--- src/rtl/spi_slave_rx_tx.sv ---
// spi_slave_rx_tx: SPI responder, mode 0 (CPOL=0, CPHA=0), MSB first.
// sclk/ss/mosi are brought into global_clk through 2-flop synchronisers,
// and their edges are detected against a third history flop. Each received
// word appears on rx_data with rx_valid. Outgoing words pass through a
// single-entry shadow register (tx_ready/tx_load handshake).
//
// Optional feature macro: SPI_SLAVE_RX_OVERRUN_EN
//   defined   : adds rx_ack/rx_overrun. rx_valid is a level held until rx_ack;
//               a word that completes while rx_valid=1 is dropped and
//               rx_overrun is set (sticky until rx_ack).
//   undefined : rx_valid is a 1-cycle pulse and rx_data is always overwritten.
//
// Ports:
//   global_clk, reset        clock and synchronous active-high reset
//   sclk, ss, mosi           asynchronous SPI inputs (ss is active low)
//   miso, miso_oe            SPI output and its enable (enable high only while selected)
//   tx_data, tx_load         word to send and its write strobe
//   tx_ready                 shadow register is empty
//   rx_data, rx_valid        received word and its valid flag
//   abort_err                pulse: ss went high in the middle of a word
//   tx_underrun              pulse: IDLE_WORD was sent because the shadow was empty
//   rx_ack, rx_overrun       (SPI_SLAVE_RX_OVERRUN_EN only)
module spi_slave_rx_tx #(
  parameter int                DATA_W    = 8,
  parameter logic [DATA_W-1:0] IDLE_WORD = {DATA_W{1'b1}}
) (
  input  logic              global_clk,
  input  logic              reset,
  input  logic              sclk,
  input  logic              ss,
  input  logic              mosi,
  output logic              miso,
  output logic              miso_oe,
  input  logic [DATA_W-1:0] tx_data,
  input  logic              tx_load,
  output logic              tx_ready,
`ifdef SPI_SLAVE_RX_OVERRUN_EN
  input  logic              rx_ack,
  output logic              rx_overrun,
`endif
  output logic [DATA_W-1:0] rx_data,
  output logic              rx_valid,
  output logic              abort_err,
  output logic              tx_underrun
);
  localparam int CNT_W = $clog2(DATA_W) + 1;

  typedef enum logic [1:0] {WAIT_DESEL, IDLE, SHIFT} state_t;
  state_t state, state_n;

  logic sclk_s1, sclk_s2, sclk_d;
  logic ss_s1, ss_s2, ss_d;
  logic mosi_s1, mosi_s2;
  logic [1:0] prime_cnt;

  logic [CNT_W-1:0]  bit_cnt;
  logic [DATA_W-1:0] rx_shift, tx_shift, shadow;
  logic              shadow_full, underrun_pend;

  logic sclk_rise, sclk_fall, ss_fall, ss_rise, primed;
  logic word_done, word_start, abort, tx_accept;
  logic [DATA_W-1:0] rx_word, start_word;

  assign sclk_rise = sclk_s2 & ~sclk_d;
  assign sclk_fall = ~sclk_s2 & sclk_d;
  assign ss_fall   = ~ss_s2 & ss_d;
  assign ss_rise   = ss_s2 & ~ss_d;
  // The sync chain holds reset values (ss=1) for a few cycles after reset;
  // don't trust ss as deselected until it has been refilled from the pin,
  // otherwise a frame held low across reset would look like a fresh ss_fall.
  assign primed    = (prime_cnt == 2'd3);

  assign tx_ready   = ~shadow_full;
  assign tx_accept  = tx_load & ~shadow_full;
  assign rx_word    = {rx_shift[DATA_W-2:0], mosi_s2};
  // ss_rise wins over an sclk edge seen in the same cycle.
  assign word_done  = (state == SHIFT) & ~ss_rise & sclk_rise &
                      (bit_cnt == CNT_W'(DATA_W-1));
  assign word_start = ((state == IDLE) & ss_fall) | word_done;
  assign start_word = shadow_full ? shadow : IDLE_WORD;
  assign abort      = (state == SHIFT) & ss_rise & (bit_cnt != '0);

  always_ff @(posedge global_clk) begin
    if (reset) state <= WAIT_DESEL;
    else       state <= state_n;
  end

  always_comb begin
    state_n = state;
    miso_oe = 1'b0;
    case (state)
      WAIT_DESEL: if (primed && ss_s2 && ss_d) state_n = IDLE;
      IDLE:       if (ss_fall) state_n = SHIFT;
      SHIFT: begin
        miso_oe = 1'b1;
        if (ss_rise) state_n = IDLE;
      end
      default:    state_n = WAIT_DESEL;
    endcase
  end

  always_ff @(posedge global_clk) begin
    if (reset) begin
      {sclk_s1, sclk_s2, sclk_d} <= 3'b000;
      {ss_s1, ss_s2, ss_d}       <= 3'b111;
      {mosi_s1, mosi_s2}         <= 2'b00;
      prime_cnt     <= '0;
      bit_cnt       <= '0;
      rx_shift      <= '0;
      tx_shift      <= '0;
      shadow        <= '0;
      shadow_full   <= 1'b0;
      underrun_pend <= 1'b0;
      miso          <= 1'b0;
      rx_data       <= '0;
      rx_valid      <= 1'b0;
      abort_err     <= 1'b0;
      tx_underrun   <= 1'b0;
`ifdef SPI_SLAVE_RX_OVERRUN_EN
      rx_overrun    <= 1'b0;
`endif
    end else begin
      {sclk_s2, sclk_s1} <= {sclk_s1, sclk};
      sclk_d             <= sclk_s2;
      {ss_s2, ss_s1}     <= {ss_s1, ss};
      ss_d               <= ss_s2;
      {mosi_s2, mosi_s1} <= {mosi_s1, mosi};
      if (!primed) prime_cnt <= prime_cnt + 2'd1;

      abort_err   <= abort;
      tx_underrun <= 1'b0;

      if (tx_accept) begin
        shadow      <= tx_data;
        shadow_full <= 1'b1;
      end

      case (state)
        SHIFT: begin
          if (ss_rise) begin
            bit_cnt       <= '0;
            miso          <= 1'b0;
            underrun_pend <= 1'b0;
          end else if (sclk_rise) begin
            rx_shift <= rx_word;
            bit_cnt  <= word_done ? '0 : bit_cnt + CNT_W'(1);
            // Underrun is reported when the master actually clocks the idle
            // word, so a trailing word start at frame end stays silent.
            if (bit_cnt == '0 && underrun_pend) begin
              tx_underrun   <= 1'b1;
              underrun_pend <= 1'b0;
            end
          end else if (sclk_fall && bit_cnt != '0) begin
            // The fall right after a word boundary keeps the freshly loaded MSB.
            tx_shift <= {tx_shift[DATA_W-2:0], 1'b0};
            miso     <= tx_shift[DATA_W-2];
          end
        end
        default: begin
          miso    <= 1'b0;
          bit_cnt <= '0;
        end
      endcase

      // Word start consumes the shadow as registered before this cycle; a
      // same-cycle tx_load refills it for the following word.
      if (word_start) begin
        tx_shift      <= start_word;
        miso          <= start_word[DATA_W-1];
        underrun_pend <= ~shadow_full;
        shadow_full   <= tx_accept;
      end

`ifdef SPI_SLAVE_RX_OVERRUN_EN
      if (rx_ack) begin
        rx_valid   <= 1'b0;
        rx_overrun <= 1'b0;
      end
      if (word_done) begin
        if (!rx_valid || rx_ack) begin
          rx_data  <= rx_word;
          rx_valid <= 1'b1;
        end else begin
          rx_overrun <= 1'b1;
        end
      end
`else
      rx_valid <= word_done;
      if (word_done) rx_data <= rx_word;
`endif
    end
  end
endmodule

--- config.mk ---
export PLATFORM = sky130hd
export DESIGN_NAME = spi_slave_rx_tx
export DESIGN_NICKNAME = d
export VERILOG_FILES = /design/src/rtl/spi_slave_rx_tx.sv
export SDC_FILE = /design/constraint.sdc
export NUM_CORES = 1
export LEC_CHECK = 0
export BUFFER_PORTS_ARGS = -buffer_cell sky130_fd_sc_hd__buf_2
export CAP_MARGIN = 20
export CORE_UTILIZATION = 54
export CTS_BUF_LIST = sky130_fd_sc_hd__clkbuf_8
export CTS_CLUSTER_SIZE = 8
export DETAILED_ROUTE_END_ITERATION = 12
export PLACE_DENSITY = 0.81
export SYNTH_ARGS = -nofsm -noshare
export SYNTH_HDL_FRONTEND = slang
export SYNTH_SLANG_ARGS = --single-unit
--- constraint.sdc ---
create_clock -name global_clk -period 2.4 [get_ports global_clk]
set_input_delay 0.36 -clock global_clk [delete_from_list [all_inputs] [get_ports global_clk]]
set_output_delay 0.36 -clock global_clk [all_outputs]
set_load 0.05 [all_outputs]
Yosys cells after proc, flatten, opt, wreduce, memory -nomap -nowiden
Cells that the tools add are included.
Storage, ports and cells
  flip-flop bits (word level): 52
  bits in latches: 0
  RAM bits: 0
  memory bits (read-only): 0
  input port bits: 14
  output and inout bits: 14
  logic and storage cells: 98
  memories kept: 0
Operators by class
  add/sub/neg operators: 2
  $mul: 0
  div/mod/pow operators: 0
  $lt $le $gt $ge: 0
  eq/ne operators: 11
  shift operators: 0
  muxes and demuxes: 25
  bitwise logic cells: 20
  reduce and logical (&&, ||, !) cells: 19
Operators by type and width (number)
  $mux W7: 5
  $mux W1: 14
  $and A1 B1 Y1: 11
  $reduce_and A3 Y1: 3
  $mux W8: 1
  $not A1 Y1: 8
  $mux W2: 3
  $ne A2 B2 Y1 const B: 3
  $pmux W2 S3: 1
  $reduce_bool A2 Y1: 3
  $reduce_bool A3 Y1: 2
  $add A4 B1 Y4 const B: 1
  $eq A2 B2 Y1 const B: 2
  $eq A4 B3 Y1 const B: 1
  $logic_and A1 B1 Y1: 4
  $logic_not A4 Y1: 1
  $mux W4: 1
  $ne A2 B1 Y1 const B: 2
  $ne A4 B3 Y1 const B: 1
  $ne A4 B4 Y1 const B: 1
  $reduce_and A4 Y1: 1
  $reduce_bool A4 Y1: 1
  $reduce_or A4 Y1: 1
  $reduce_or A3 Y1: 1
  other kinds (5): 5

Longest topological paths before layout
Gate-level depths: netlist of the first run.
  word-level depth: 9
  gate-level depth with buffers: 6
  depth with buffers taken out: 6

Least setup slack after synthesis of the first run
Ideal clock, no wire load.
  path kind: register -> register
  from: register bit_cnt[0]
  to: register miso
  arrival time: 1.550 ns
  data required time: 2.261 ns
  path slack: 0.712 ns
  stages on the path, launching flop included: 7
  cell sequence: dfxtp_1 > ha_1 > nand3b_4 > or4_4 > buf_6 > a211oi_2 > a311oi_2
On the way
  cells in the longest elaborated chain, start to end: 5
RTL lines
  start: declaration: RTL line 56  | logic [CNT_W-1:0] bit_cnt;
  start signal: assignment: RTL line 146  | bit_cnt <= word_done ? '0 : bit_cnt + CNT_W'(1);
  $eq A4 B3 Y1: RTL line 78  | (bit_cnt == CNT_W'(DATA_W-1));
  $and A1 B1 Y1: RTL line 77  | assign word_done = (state == SHIFT) & ~ss_rise & sclk_rise &
  $or A1 B1 Y1: RTL line 79  | assign word_start = ((state == IDLE) & ss_fall) | word_done;
  $ne A4 B3 Y1 (no line) / $ne A4 B4 Y1 (equally long branches)
  $reduce_and A2 Y1 (no line)
  end signal: assignment: RTL line 156  | miso <= tx_shift[DATA_W-2];
  end signal: assignment: RTL line 169  | miso <= start_word[DATA_W-1];
  end: declaration: RTL line 32  | output logic miso,
Parallel ways exist; a longest one is shown, timed or not.
A chain may end at the register's enable or synchronous reset.

Worst setup path in the final report of the first run
  from: register bit_cnt[0]
  to: register tx_shift[3]
On the way
  cells in the longest elaborated chain, start to end: 5
RTL lines
  $eq A4 B3 Y1: RTL line 78
  $and A1 B1 Y1: RTL line 77
  $or A1 B1 Y1: RTL line 79
  $ne A2 B1 Y1 (no line) / $reduce_bool A2 Y1 (equally long branches)
  $reduce_and A4 Y1 (no line)
  end signal: assignment: RTL line 155  | tx_shift <= {tx_shift[DATA_W-2:0], 1'b0};
  end signal: assignment: RTL line 168  | tx_shift <= start_word;
  end: declaration: RTL line 57  | logic [DATA_W-1:0] rx_shift, tx_shift, shadow;
Parallel ways exist; a longest one is shown, timed or not.

==> results of run 1 <==
[final timing paths]
kind,start,end,slack [ns],cells past startpoint
setup / recovery,bit_cnt[0],tx_shift[3],0.55,6
hold / removal,ss,ss_s1,0.23,2
setup reg to reg,bit_cnt[0],tx_shift[3],0.55,6
hold reg to reg,ss_s1,ss_s2,0.42,1
[flip-flops by register name, summed over array words and instances, names as in the netlist, 2 cells and up]
signal     flops
prime_cnt      2
shadow         8
bit_cnt        4
rx_data        8
tx_shift       7
state          2
rx_shift       7
[synthesized netlist by cell type, types with 2 or more instances]
cell	number
sky130_fd_sc_hd__o21ai_0	3
sky130_fd_sc_hd__a311oi_1	6
sky130_fd_sc_hd__inv_1	11
sky130_fd_sc_hd__xor2_1	2
sky130_fd_sc_hd__buf_6	2
sky130_fd_sc_hd__nand3_1	5
sky130_fd_sc_hd__nor4_1	5
sky130_fd_sc_hd__nand2b_1	3
sky130_fd_sc_hd__or2_2	3
sky130_fd_sc_hd__nor3_1	4
sky130_fd_sc_hd__nand4_1	3
sky130_fd_sc_hd__mux2i_1	16
sky130_fd_sc_hd__o21bai_1	5
sky130_fd_sc_hd__nor2b_1	9
sky130_fd_sc_hd__nand2_1	20
sky130_fd_sc_hd__clkbuf_1	9
sky130_fd_sc_hd__a21oi_1	13
sky130_fd_sc_hd__a31oi_1	2
sky130_fd_sc_hd__dfxtp_1	52
sky130_fd_sc_hd__nor2_1	21
sky130_fd_sc_hd__xnor2_1	2
sky130_fd_sc_hd__ha_1	3
[cells by family after synthesis]
kind of cell    after synthesis  share of synthesized area (%)
flops                        52                           49.2
buf+inv                      23                           4.85
fa+ha+maj                     3                           1.77
compound gates               36                           11.8
mux                          16                           7.57
simple gates                 85                           23.2
xor+xnor                      4                           1.66
[metal layers]
metal | GRT usage [%] | vias to the layer above | share of wire [%]
li1 | - | 803 | -
met1 | 23.7 | 745 | 49
met4 | 6.67 | 0 | 1.3
met5 | 0 | - | 0
met2 | 34.9 | 20 | 47
met3 | 4.23 | 7 | 2.8
[worst max-delay path: stages (launching register included)]
cell,delay [ns]
sky130_fd_sc_hd__dfxtp_1,0.40
sky130_fd_sc_hd__inv_1,0.06
sky130_fd_sc_hd__ha_1,0.21
sky130_fd_sc_hd__nor3b_2,0.19
sky130_fd_sc_hd__nor4_2,0.49
sky130_fd_sc_hd__nor4_1,0.11
sky130_fd_sc_hd__a311oi_1,0.29
[report_power, final]
part	total [mW]	switching [mW]	internal [mW]	leakage, nW
combinational	0.0995	0.0560	0.0435	0.525
clock	0.597	0.286	0.311	0.0599
sequential	0.907	0.0183	0.889	0.423
total	1.60	0.360	1.24	1.01
[cell type report]
class | count | area, µm² | area share, %
clock buffer | 5 | 68.8 | 2.90
sequential | 52 | 1040 | 43.8
tap | 48 | 60.1 | 2.53
clock inverter | 3 | 42.5 | 1.79
inverter | 11 | 41.3 | 1.74
multi-input combinational | 144 | 972 | 40.9
timing repair buffer | 29 | 150 | 6.32
[per-stage QoR]
step | util, % | instance area [µm²] | worst slack [ns]
after global placement | 60.9 | 2260 | 0.632
after CTS | 63.9 | 2380 | 0.517
after detailed placement | 60.9 | 2260 | 0.543
after global routing | 63.9 | 2380 | 0.313
final | 63.9 | 2380 | 0.548
after floorplan | - | 2120 | 0.712
==> results.md, run 1 <==
Timing:
- Adding up every negative setup slack in the final design gives 0 ns.
- The worst hold slack is around 0.23 ns.
- The final critical-path required period is 1.85 ns.
- The transition time at the pin with the least slew margin is slightly below 0.8 ns.
- The number of endpoints failing setup at the final stage is 0.
- The maximum achievable frequency is 0.540 GHz.
- The worst clock skew is between 0.006 and 0.007 ns.
- The final-report hold violation count is 0.
- Setup repair after global routing left no endpoint under its margin.
- The total count of max-transition violations in the final report came to 0.
- The relative slew slack is between 40% and 50%.
- Dividing the final minimum period by the clock period gives between 70% and 80%.

Synth:
- The distinct cell type count after synthesis is 42.
- The synthesized net count is around 240.
- Summing every instance area after synthesis gives 0.00212 mm².
- The main flop type after synthesis is sky130_fd_sc_hd__dfxtp_1.
- The biggest area contributor in the post-synthesis netlist is sky130_fd_sc_hd__dfxtp_1.
- Ranked by total cell area, the synthesized netlist is headed by sky130_fd_sc_hd__dfxtp_1 (49%), sky130_fd_sc_hd__mux2i_1 (7.6%), sky130_fd_sc_hd__nor2_1 (3.7%).
- The fraction of post-synthesis cell area in the top cell type by area is about half.
- The sequential-to-total area share from yosys stat is 49.2%.
- The share of synthesized flip-flops with an asynchronous set or reset is 0%.
- The number of enable-type register cells in the synthesized netlist is 0.
- Yosys printed 0 warnings.
- The post-synthesis area per instance is about 9.7 µm².
- The cell count after synthesis came out at about 220.
- After synthesis the netlist holds a flip-flop and latch count of 52.

Global route:
- The number of global-route vias before repair came to roughly 1500.
- The initial antenna violation count was 0.
- The first global-routing pass estimated roughly 6.4 mm of wire.
- The total routing usage reported by global routing is approximately a fifth.
- The total overflow left after global routing is 0.
- Entering global routing, the biggest net connects 48 pins.

Pwr:
- The leakage dissipation is around 1 nW.
- The largest voltage drop on the vdd net is around 0.00053 V.
- The overall power consumption is roughly 1.6 mW.
- In this run the power density over the cells is ~670 mW/mm².

Floorplan:
- The number of placement rows is 22.
- In this run the horizontal extent of the chip is 64.6 µm.
- The starting density of the core is between 50% and 60%.
- The die covers between 0.004 and 0.005 mm².
- The die is about 65 µm tall.
- In this run the standard cell core region covers about 0.0037 mm².
- 28 I/O pins were placed.

Hold path:
- The tightest min-delay check is of the in -> reg type.

Clock tree:
- The clock transition time at the flip-flop clock pins of the worst setup and hold paths is approximately 0.090 ns.
- The maximum buffer depth of the clock tree is 2.
- Counting the buffers created by CTS gives 5.
- After clock tree synthesis, the flow added hold-fix buffers numbering 0.
- The buffer type at the clock tree root is sky130_fd_sc_hd__clkbuf_8.
- The CTS tree is built.
- The number of H-tree branching levels is 2.
- Clock latency on the worst-skew pair, taken at its later pin, is 0.31 ns.
- The number of clock sinks is 52.
- The number of gates resized after CTS was 0.
- Post-CTS timing repair inserted 0 buffers for setup.

Drt:
- The detail route stage leaves a number of antenna-violating nets equal to 0.
- After detailed routing, the total wire length is 3.66 mm.
- After detailed routing, the number of remaining DRC violations is 0.
- The first detailed-routing pass took 4 iterations.
- The ratio of routed vias to standard cells is around 5.4.
- The average routed wire per standard cell is 12.5 µm.
- The via total after detailed routing is ~1600.
- In this run, the number of DRC markers left after iteration 0 of detailed routing was ~110.

Worst setup path:
- The critical setup path kind is reg -> reg.
- The critical path endpoint category is a register.
- The worst endpoint data arrival time is roughly 2 ns.
- Of all nets on the critical path, the largest fanout is 6.
- The required arrival time at the worst endpoint is between 2 and 3 ns.
- The worst setup path is launched from a register.

Finish:
- The area growth from synthesis to layout is 12.3%.
- The final layout contains 260 nets.
- The number of diodes added for antenna fixing is 0.
- The leading cell type in the layout, fill and taps excluded is sky130_fd_sc_hd__dfxtp_1.
- Cells with a size suffix above 1 make up a little over a fifth of the layout.
- For this run, the number of standard cells in the final layout without fillers is 292.
- The total of fill cells in the finished design is about 330.
- In the layout the commonest cells are sky130_fd_sc_hd__dfxtp_1 (52), sky130_fd_sc_hd__buf_2 (27), sky130_fd_sc_hd__nor2_1 (21).

Placement:
- Routability-driven placement finished with a final weighted congestion of between 0.8 and 0.9.
- In this run, placement finished with an instance count of roughly 280.
- The placed wire-length estimate is 2.52 mm.
- The count of port buffers added during placement is 27.

Run:
- The number of max-cap violations is 0.

Outcome:
- The flow ran to the end, and the final reports show no timing, DRC or antenna violations.
Note: power is estimated with default switching activity, not from simulation.
==> inputs of run 2 (changes only) <==
CORE_UTILIZATION = 53   (was 54)
PLACE_DENSITY = 0.83   (was 0.81)
clock period = 1.7 ns   (was 2.4 ns; I/O delays follow)
==> run 2 against run 1 <==
Net effect:
- largest cell class unchanged
- worst hold slack got worse by 0.11 ns
- worst setup slack got worse by 0.52 ns
- utilization increased by 3.2 points
- global-route usage increased by 1.5 points
- critical path depth increased by 1
==> results.md, run 2 (synthesis results as in run 1) <==
Drt:
- The first-pass iteration count of the detailed router is 4.
- The total detailed-routing wirelength is about 4 mm.
- The remaining routing DRC violations is 0.
- The via total after detailed routing is about 1700.
- The count of routing violations after the opening detailed-route iteration is 95.
- In the routed layout, each cell is associated on average with a via count of ~5.4.
- The count of nets left with antenna violations once routing finished came out at 0.
- The average routed wire per standard cell is roughly 14 µm.

Timing:
- The worst path uses between 90% and 100% of the clock period.
- At the pin with the least slew margin, the transition time is around 0.51 ns.
- The total count of max-transition violations in the final report is 0.
- Setup violations remaining at the end of the flow were counted as 0.
- The final critical-path setup slack is 0.0235 ns.
- The final critical-path required period is roughly 1.7 ns.
- The maximum achievable frequency is 0.596 GHz.
- Setup repair after global routing could not meet its margin everywhere.
- The final-report hold violation count is 0.
- For the final database, setup skew stands at 0.00331 ns.
- The relative slew slack is between 60% and 70%.

Placement:
- Prior to clock tree synthesis, the placed netlist has a worst setup slack of 0.0534 ns.
- The placed wire-length estimate is about 2.8 mm.
- The final estimated routing congestion in global placement is between 0.8 and 0.9.
- During placement, the flow inserted port buffers numbering 27.
- Including well taps, the total number of placed cells is 294.

Outcome:
- The run finished with clean final reports.

Floorplan:
- The top-level I/O count is 28.
- After floorplanning, the core was divided into 22 placement rows.
- The overall die width is approximately 65 µm.
- The total area inside the core boundary comes to about 0.0037 mm².
- The initial utilization of the core area, before any placement, comes to between 50% and 60%.
- The die covers between 0.004 and 0.005 mm².
- The height of the chip is between 60 and 70 µm.

Hold path:
- The classification of the worst-slack hold path is in -> reg.

Finish:
- The number of diodes added for antenna fixing is 0.
- The leading cell type in the layout, fill and taps excluded is sky130_fd_sc_hd__dfxtp_1.
- The largest registers in the layout are rx_data (8), shadow (8).
- The area used by sequential logic in the layout is between 0.001 and 0.0015 mm².
- From synthesis to final layout, the design area changed by 18.9%.
- In the final layout, the multi-input gates occupy a little under 0.001 mm².
- The final net count is ~270.
- Excluding fillers, the count of instances in the completed layout stands at around 300.
- In the layout the commonest cells are sky130_fd_sc_hd__dfxtp_1 (46), sky130_fd_sc_hd__buf_2 (26), sky130_fd_sc_hd__nor2_1 (21).
- The post-route netlist has between 20 and 30% of its cells at a drive strength greater than 1.
- The total of fill cells in the finished design is around 310.

Worst setup path:
- The critical path endpoint category is a register.
- The worst endpoint data arrival time is 1.90 ns.
- Of all nets on the critical path, the largest fanout is 7.
- The critical setup path kind is reg -> reg.
- The critical path's most frequent cell is sky130_fd_sc_hd__buf_4.
- At the worst endpoint, the required time is around 1.9 ns.
- The library cell contributing the largest single delay on the critical path is sky130_fd_sc_hd__dfxtp_2.
- The delay of the slowest cell on the worst path is around 0.36 ns.
- The category of the worst setup path launch point is a register.
- The buffer and inverter count on the worst path is 3.
- The signal on the critical path passes through and2b_4, buf_4, nor4_4, buf_4, buf_12, a211oi_1, a311oi_1.
- Broken down by cell family, the worst path's largest delay share belongs to buffers and inverters.

Run:
- The tool flagged a number of max-cap violations equal to 0.

Global route:
- The number of global-route vias before repair is 1613.
- The total routing usage reported by global routing is a little over a fifth.
- Entering global routing, the biggest net connects 47 pins.
- The first global-routing pass estimated around 6.9 mm of wire.
- The initial antenna violation count is 0.
- Global routing finished with a remaining overflow of 0.

Clock tree:
- CTS built an H-tree with a depth of 2.
- The number of clock sinks is 52.
- TritonCTS built the clock tree.
- The buffer type at the clock tree root is sky130_fd_sc_hd__clkbuf_8.
- The clock reaches the later pin of the worst-skew pair after ~0.31 ns.
- The longest clock path from root to sink contains 2 buffers.
- The clock transition time at the flip-flop clock pins of the worst setup and hold paths is 0.09 ns.
- Clock tree synthesis inserted a total of 5 buffers.

Pwr:
- Power spread over the standard cell area amounts to ~860 mW/mm².
- VDD sags by at most approximately 0.00076 V.
- The overall power consumption is 2.16 mW.
- The analysis attributes to cell leakage a power of approximately 1.1 nW.
## run 2: path summary, 6_finish.rpt
check | startpoint | end | slack [ns] | cells after the start
max | ss_d | tx_shift[0] | 0.02 | 7
min | ss | ss_s1 | 0.12 | 2
max reg2reg | ss_d | tx_shift[0] | 0.02 | 7
min reg2reg | ss_s1 | ss_s2 | 0.43 | 1
## run 2: metrics by stage
| step | hold slack (ns) | instance area (µm²) | utilization (%) | setup TNS [ns] |
|---|---|---|---|---|
| 2_1_floorplan | 0.359 | 2120 | - | 0 |
| 3_3_place_gp | 0.394 | 2350 | 62.8 | 0 |
| 3_5_place_dp | 0.400 | 2350 | 62.8 | 0 |
| 4_1_cts | 0.115 | 2450 | 65.3 | 0 |
| 5_1_grt | 0.119 | 2510 | 67.2 | -0.0978 |
| 6_report | 0.118 | 2510 | 67.2 | 0 |
## run 2: per-layer routing
layer | global-route usage (%) | part of all wire [%] | up-vias
li1 | - | - | 828
met5 | 0 | 0 | -
met2 | 36.0 | 48 | 34
met3 | 4.34 | 3.1 | 12
met1 | 25.2 | 46 | 777
met4 | 11.1 | 2.6 | 0
## run 2: repair_timing
item                       in CTS  in global routing
setup endpoints to repair       0                 20
hold buffers                    0                  0
gates resized for setup         0                 16
buffers inserted                0                  1
## run 2: cell type report
| type | instances | share of cell area (%) |
|---|---|---|
| clock inverter | 3 | 0.995 |
| clock buffer | 5 | 2.74 |
| inverter | 11 | 1.64 |
| sequential | 52 | 41.7 |
| multi-input combinational | 144 | 39.6 |
| tap | 48 | 2.39 |
| timing repair buffer | 41 | 11.0 |
## run 2: report_power, final
| group | internal (mW) | total (mW) | switching, mW | leakage [nW] |
|---|---|---|---|---|
| Combinational | 0.0646 | 0.147 | 0.0820 | 0.594 |
| Clock | 0.300 | 0.732 | 0.431 | 0.0452 |
| Sequential | 1.26 | 1.28 | 0.0269 | 0.424 |
